`config.mk`:
```
export PLATFORM = sky130hd
export DESIGN_NAME = mem_access_ctrl
export DESIGN_NICKNAME = d
export VERILOG_FILES = /design/src/rtl/mem_access_ctrl.sv
export SDC_FILE = /design/constraint.sdc
export NUM_CORES = 1
export LEC_CHECK = 0
export ABC_CLOCK_PERIOD_IN_PS = 1900
export BUFFER_PORTS_ARGS = -buffer_cell sky130_fd_sc_hd__buf_4
export CAP_MARGIN = 20
export CORE_MARGIN = 3
export CORE_UTILIZATION = 43
export CTS_CLUSTER_SIZE = 24
export DETAILED_ROUTE_END_ITERATION = 12
export PLACE_DENSITY = 0.76
export SKIP_LAST_GASP = 1
export SLEW_MARGIN = 30
export SYNTH_ARGS = -nofsm -noshare
export SYNTH_HDL_FRONTEND = slang
export SYNTH_SLANG_ARGS = --single-unit
export TNS_END_PERCENT = 100
```
`constraint.sdc`:
```
create_clock -name clk -period 1.9 [get_ports clk]
set_clock_uncertainty 0.2 [all_clocks]
set_input_delay 0.095 -clock clk [delete_from_list [all_inputs] [get_ports clk]]
set_output_delay 0.095 -clock clk [all_outputs]
set_load 0.02 [all_outputs]
```
`src/rtl/mem_access_ctrl.sv`:
```
// MEM-stage load/store sequencer for the SRAM-like data bus (req/addr_ok/data_ok).
// One access at a time; the pipeline is held via stallreq until the bus completes it.
module mem_access_ctrl #(
    parameter int TIMEOUT_CYC = 256,
    parameter int CNT_W       = 9
) (
    input  logic        clk,
    input  logic        rst,
    input  logic        mem_valid,
    input  logic        mem_we,
    input  logic [1:0]  mem_size,
    input  logic [31:0] mem_addr,
    input  logic [31:0] mem_wdata,
    input  logic        pipe_advance,
    output logic        stallreq,
    output logic        data_req,
    output logic        data_wr,
    output logic [3:0]  data_wstrb,
    output logic [31:0] data_addr,
    output logic [31:0] data_wdata,
    input  logic        data_addr_ok,
    input  logic        data_data_ok,
    input  logic [31:0] data_rdata,
    output logic [31:0] rdata_out,
    output logic        rdata_valid,
    output logic        misalign,
    output logic        timeout
);
    typedef enum logic [1:0] {IDLE, REQ, WAIT, DONE} state_t;

    localparam logic [CNT_W-1:0] CNT_MAX  = CNT_W'(TIMEOUT_CYC);
    localparam logic [CNT_W-1:0] CNT_LAST = CNT_W'(TIMEOUT_CYC - 1);

    state_t           state_reg;
    state_t           state_next;
    logic [CNT_W-1:0] wd_cnt_reg;
    logic             bad_align;
    logic             accept;
    logic             busy;
    logic [3:0]       strb_calc;
    logic [31:0]      wdata_calc;

    always_comb begin
        case (mem_size)
            2'b00:   bad_align = 1'b0;
            2'b01:   bad_align = mem_addr[0];
            2'b10:   bad_align = |mem_addr[1:0];
            default: bad_align = 1'b1;
        endcase
    end

    assign accept = (state_reg == IDLE) & mem_valid & ~bad_align;
    assign busy   = (state_reg == REQ) | (state_reg == WAIT);

    // Per byte lane: strobe select and replicated write data
    generate
        for (genvar gi = 0; gi < 4; gi++) begin : g_lane
            always_comb begin
                case (mem_size)
                    2'b00: begin
                        strb_calc[gi]          = mem_we & (mem_addr[1:0] == 2'(gi));
                        wdata_calc[8*gi +: 8]  = mem_wdata[7:0];
                    end
                    2'b01: begin
                        strb_calc[gi]          = mem_we & (mem_addr[1] == 1'(gi / 2));
                        wdata_calc[8*gi +: 8]  = mem_wdata[8*(gi % 2) +: 8];
                    end
                    default: begin
                        strb_calc[gi]          = mem_we;
                        wdata_calc[8*gi +: 8]  = mem_wdata[8*gi +: 8];
                    end
                endcase
            end
        end
    endgenerate

    always_ff @(posedge clk or negedge rst) begin
        if (!rst) begin
            state_reg <= IDLE;
        end else begin
            state_reg <= state_next;
        end
    end

    always_comb begin
        state_next = state_reg;
        case (state_reg)
            IDLE:    if (accept)       state_next = REQ;
            REQ:     if (data_addr_ok) state_next = WAIT;
            WAIT:    if (data_data_ok) state_next = DONE;
            DONE:    if (pipe_advance) state_next = IDLE;
            default:                   state_next = IDLE;
        endcase
    end

    // Gated by rst so every output is low while reset is held
    always_comb begin
        stallreq = rst & (accept | busy);
        misalign = rst & (state_reg == IDLE) & mem_valid & bad_align;
    end

    always_ff @(posedge clk or negedge rst) begin
        if (!rst) begin
            data_req    <= 1'b0;
            data_wr     <= 1'b0;
            data_wstrb  <= 4'b0000;
            data_addr   <= 32'h0;
            data_wdata  <= 32'h0;
            rdata_out   <= 32'h0;
            rdata_valid <= 1'b0;
            timeout     <= 1'b0;
            wd_cnt_reg  <= '0;
        end else begin
            if (accept) begin
                data_req   <= 1'b1;
                data_wr    <= mem_we;
                data_wstrb <= strb_calc;
                data_addr  <= mem_addr;
                data_wdata <= wdata_calc;
                wd_cnt_reg <= '0;
            end
            if ((state_reg == REQ) && data_addr_ok) begin
                data_req <= 1'b0;
            end
            if (busy) begin
                if (wd_cnt_reg != CNT_MAX) begin
                    wd_cnt_reg <= wd_cnt_reg + 1'b1;
                end
                if (wd_cnt_reg == CNT_LAST) begin
                    timeout <= 1'b1;
                end
            end
            if ((state_reg == WAIT) && data_data_ok) begin
                rdata_valid <= 1'b1;
                if (!data_wr) begin
                    rdata_out <= data_rdata;
                end
            end
            if ((state_reg == DONE) && pipe_advance) begin
                rdata_valid <= 1'b0;
            end
        end
    end
endmodule

```
# Word-level counts from Yosys, hierarchy flattened
# Cells that the tools add are included.
dict set report totals {
  regBits 115
  inputBits 105
  output_inout_bits 106
  word_cells 75
}
dict set report classes {
  n_addsub 1
  n_eq_ne 14
  muxes 20
  bitwise_logic 17
  n_reduce_logical 13
}
# op count
set ops {}
lappend ops {{two-way mux 9 bit} 3}
lappend ops {{two-way mux 8 bit} 2}
lappend ops {{one-hot mux 8 bit (2 select lines)} 1}
lappend ops {{bitwise AND 1 bit} 12}
lappend ops {{equality test 2 bit, second input constant} 5}
lappend ops {{adder 9 x 1 -> 9 bit, second input constant} 1}
lappend ops {{equality test 9 x 8 -> 1 bit, second input constant} 1}
lappend ops {{!= test 9 bit, second input constant} 1}
lappend ops {{two-way mux 2 bit} 4}
lappend ops {{!= test 2 bit, second input constant} 4}
lappend ops {{one-hot mux 1 bit (2 select lines)} 4}
lappend ops {{one-hot mux 2 bit (4 select lines)} 1}
lappend ops {{equality test 2 x 1 -> 1 bit, second input constant} 3}
lappend ops {{logical NOT 2 bit} 3}
lappend ops {{two-way mux 1 bit} 4}
lappend ops {{AND reduction 2 bit} 2}
lappend ops {{AND reduction 4 bit} 1}
lappend ops {{nonzero test 2 bit} 2}
lappend ops {{OR reduction 2 bit} 2}
lappend ops {{logical AND 1 bit} 3}
lappend ops {{inverter 1 bit} 3}
lappend ops {{one-hot mux 1 bit (3 select lines)} 1}
lappend ops {{OR 1 bit} 2}

# Longest topological paths before layout
dict set report depth {
  ltp_word 7
  depth_mapped 7
}

# Worst setup path after synthesis
# Ideal clock, no wire load.
dict set report synth_path {
  path_kind {register -> register}
  start {reg wd_cnt_reg[0]}
  end {reg wd_cnt_reg[2]}
  setup_time_ps 124
  arrival_time_ps 1607
  setup_slack_ps -31
  path_stages_with_launch 8
  n_path_buf 1
  period_less_slack_ps 1931
  path_cell_list {dfrtp_1 inv_1 ha_1 or4b_1 o21ai_2 buf_6 nor3b_1 a211o_1}
}
dict set report synth_between {
  elab_chain_cells 3
}
# item line_no
set synth_rtl {}
lappend synth_rtl {{start: declaration} 36} ;# logic [CNT_W-1:0] wd_cnt_reg;
lappend synth_rtl {{start signal: assignment} 127} ;# wd_cnt_reg <= wd_cnt_reg + 1'b1;
lappend synth_rtl {{adder 9 x 1 -> 9 bit / != test 9 bit (equally long branches)} {127, 126}}
lappend synth_rtl {{two-way mux 9 bit (*)} 126} ;# if (wd_cnt_reg != CNT_MAX) begin
lappend synth_rtl {{two-way mux 9 bit (*)} 125} ;# if (busy) begin
# Mark *: on every way between the ends. The rest lies on a longest branch, timed or not.
# A chain may end at the register's enable or synchronous reset.

# Final worst setup path
dict set report layout_path {
  start {reg wd_cnt_reg[1]}
  end {reg wd_cnt_reg[6]}
}
# The elaborated chain is that of the path after synthesis.

==> results by group <==
Outcome
  • Status: finished with violations
  • Failing checks: setup timing

Setup path
  • Critical path required time: 1.99 ns
  • Register-to-register setup slack: -0.11 ns
  • Critical Path Fanout Max: 8
  • Cells on worst reg2reg path: 6
  • Crit path DAT: 2.10 ns
  • CP Capture Type: flip-flop
  • Crit path kind: reg -> reg
  • Startpoint Class: flip-flop
  • RR Endpoint: wd_cnt_reg[6]
  • R2R Path Start: wd_cnt_reg[1]

CTS
  • Clock Root Buffer: clkbuf_16
  • Bufs on Longest Clock Path: 2
  • CTS tree: yes
  • Clk slew on worst S/H paths: 0.06 ns
  • # clock sinks: 115
  • CTS H-tree depth: 4
  • CTS buffer count: 17
  • Worst-Skew Late Latency: 0.40 ns

Final layout
  • P&R area growth vs syn: 77.7%
  • Util after Layout: 79.3%
  • Layout fillers: 627
  • Finished Cell Area: 0.00871 mm²
  • Nets: 853
  • Share of post-route cells with drive strength above 1: 49.4%
  • Antenna fix cells: 0
  • Biggest regs: data_addr: 32 flops, data_wdata: 32 flops, rdata_out: 32 flops

Routing
  • First-pass detailed-route iteration total: 4
  • DR top layer: met4
  • Met2 routed wirelength: 8660 µm
  • Wire length on met3: 1240 µm
  • WL met1: 6050 µm
  • Final ANT Viol Nets: 0
  • DRC violation count after routing: 0
  • Via-to-Cell Ratio: 5.02
  • Vias post-DR: 4485
  • WL/cell: 18.3 µm
  • Initial DRC count: 240
  • Routed WL: 16300 µm

Place
  • GP Congestion: 0.862
  • DPL Wire Length: 9560 µm
  • Port buffer count: 210
  • Placement Cell Area: 0.00679 mm²

Floorplanning
  • Initial Util: 44.6%
  • Chip width: 113 µm
  • Core area: 0.0110 mm²
  • Die H: 113 µm
  • Ports: 211
  • Rows: 38
  • DIE AREA: 0.0127 mm²

Logic synthesis
  • Largest area contributor in the netlist: dfrtp_1
  • Synth Net Count: 497
  • YS warnings: 0
  • Commonest cells in the netlist: dfrtp_1, mux2_2, o21ai_0
  • Number of flops mapped to enable cells by yosys: 0
  • #FFs+latches synth: 115
  • Top-count cell post-synth: dfrtp_1
  • Asr flop ratio synth: 100%
  • Ys flop type: dfrtp_1
  • Ranking of synthesized cells by area: dfrtp_1, mux2_2, mux2i_1, o21ai_0, nand2_1
  • Seq/Total Area, Yosys: 58.7%
  • Post-Syn Area: 0.00490 mm²
  • Share of the synthesized area in the top cell type: 58.7%
  • Syn_area_per_cell: 12.8 µm²
  • Netlist cell types: 36
  • Syn Inst Count: 384

STA
  • Tmin final: 2.01 ns
  • Worst-margin pin slew: 0.656 ns
  • Final Hold Vio Count: 0
  • Fin crit share: 106%
  • Setup WS post-layout: -0.109 ns
  • RSZ-0062 raised after global routing: yes
  • Slew HR: 56.2%
  • Hold WS: 0.0793 ns
  • Setup-failing EPs final: 11
  • Max Clk Rate: 498 MHz
  • Max Slew Vio Count: 0

Power
  • Leakage: 4.27 nW
  • PwrDens: 1650 mW/mm²
  • Worst vdd ir: 0.00100 V

Global routing
  • Initial antenna violation count: 0
  • Vias in the first global route: 5000
  • Gr usage total: 26.0%
  • Largest net degree at the start of global routing: 74
  • Grt ovf: 0
  • First-pass GRT wire length: 25800 µm

Min path
  • Hold Path Depth: 4
  • WHS Endpoint: state_reg[0]
  • Hold path start: data_data_ok
  • Worst min-delay path class: in -> reg

Job
  • Max-cap viol count: 0
==> kinds of logic after synthesis <==
logic type,synth area share (%)
multiplexers,22.1
AND/OR/NAND/NOR,6.43
flip-flops,58.7
adder cells (fa/ha/maj),2.04
AO/OA/AOI/OAI,7.30
XOR/XNOR,0.357
buffers and inverters,3.09
==> layout by cell type, fill, tap and decap left out, drive strengths merged, types with 3 or more instances in the layout <==
cell / Yosys / final
a211o: 3 / 3
a21oi: 12 / 12
and3: 4 / 4
buf: 13 / 247
bufinv: 0 / 4
clkbuf: 7 / 19
clkinv: 0 / 5
clkinvlp: 0 / 5
dfrtp: 115 / 115
dlygate4sd3: 0 / 109
ha: 8 / 8
inv: 12 / 12
mux2: 73 / 73
mux2i: 26 / 26
nand2: 30 / 30
nand3: 8 / 8
nor2: 13 / 13
nor3: 4 / 4
o21ai: 35 / 35
o2bb2ai: 3 / 3
==> report_power, final <==
group	total [mW]	switching, mW	internal, mW	leakage [nW]
logic	6.65	3.36	3.28	2.57
registers	4.34	0.695	3.65	1.41
clock network	3.36	1.14	2.22	0.294
==> worst max path at each step <==
stage	start	end	slack [ns]	cells after the start
after global placement	wd_cnt_reg[0]	wd_cnt_reg[3]	-0.06	6
after detailed placement	wd_cnt_reg[1]	wd_cnt_reg[4]	-0.14	6
final	wd_cnt_reg[1]	wd_cnt_reg[6]	-0.11	6
after global routing	wd_cnt_reg[0]	wd_cnt_reg[5]	-0.16	6
after CTS	wd_cnt_reg[1]	wd_cnt_reg[6]	-0.06	6
after floorplan	wd_cnt_reg[0]	wd_cnt_reg[6]	-0.02	7
==> critical path, stage by stage, from the launching register on <==
cell,delay [ns]
dfrtp_1,0.38
inv_1,0.07
ha_1,0.13
or4b_4,0.47
o21ai_4,0.31
nor3_2,0.09
a211o_1,0.24
==> final cells by class <==
type                            instances  area (µm²)  area share [%]
Sequential cell                       115        2880            33.0
Clock inverter                         14         186            2.14
Clock buffer                           18         439            5.04
Multi-Input combinational cell        237        1950            22.4
Tap cell                              140         175            2.01
Inverter                               12        45.0           0.517
Timing Repair Buffer                  357        3040            34.9
==> routing by layer <==
| layer | track usage (%) | up-vias |
|---|---|---|
| met5 | 0 | - |
| met4 | 8.09 | 0 |
| met3 | 9.36 | 27 |
| met2 | 46.9 | 188 |
| met1 | 28.4 | 2202 |
| li1 | - | 2068 |
==> per-stage QoR <==
stage	worst slack (ns)	setup TNS, ns	cells	total power [mW]
finish	-0.109	-0.725	893	14.3
global route	-0.165	-3.13	893	15.1
floorplan	-0.0185	-0.0502	384	7.46
CTS	-0.0573	-0.344	885	14.0
global placement	-0.0617	-0.354	739	10.0
detailed placement	-0.137	-0.861	739	10.2
==> what timing repair did <==
item                       CTS  global route
setup buffers                5             7
hold buffers               109             0
gates resized for setup      9            13
pin swaps                    3             6
setup endpoints to repair   31            36
hold endpoints to repair   220             0
cloned                       0             1
No activity file was read; power rests on OpenSTA's default activity.
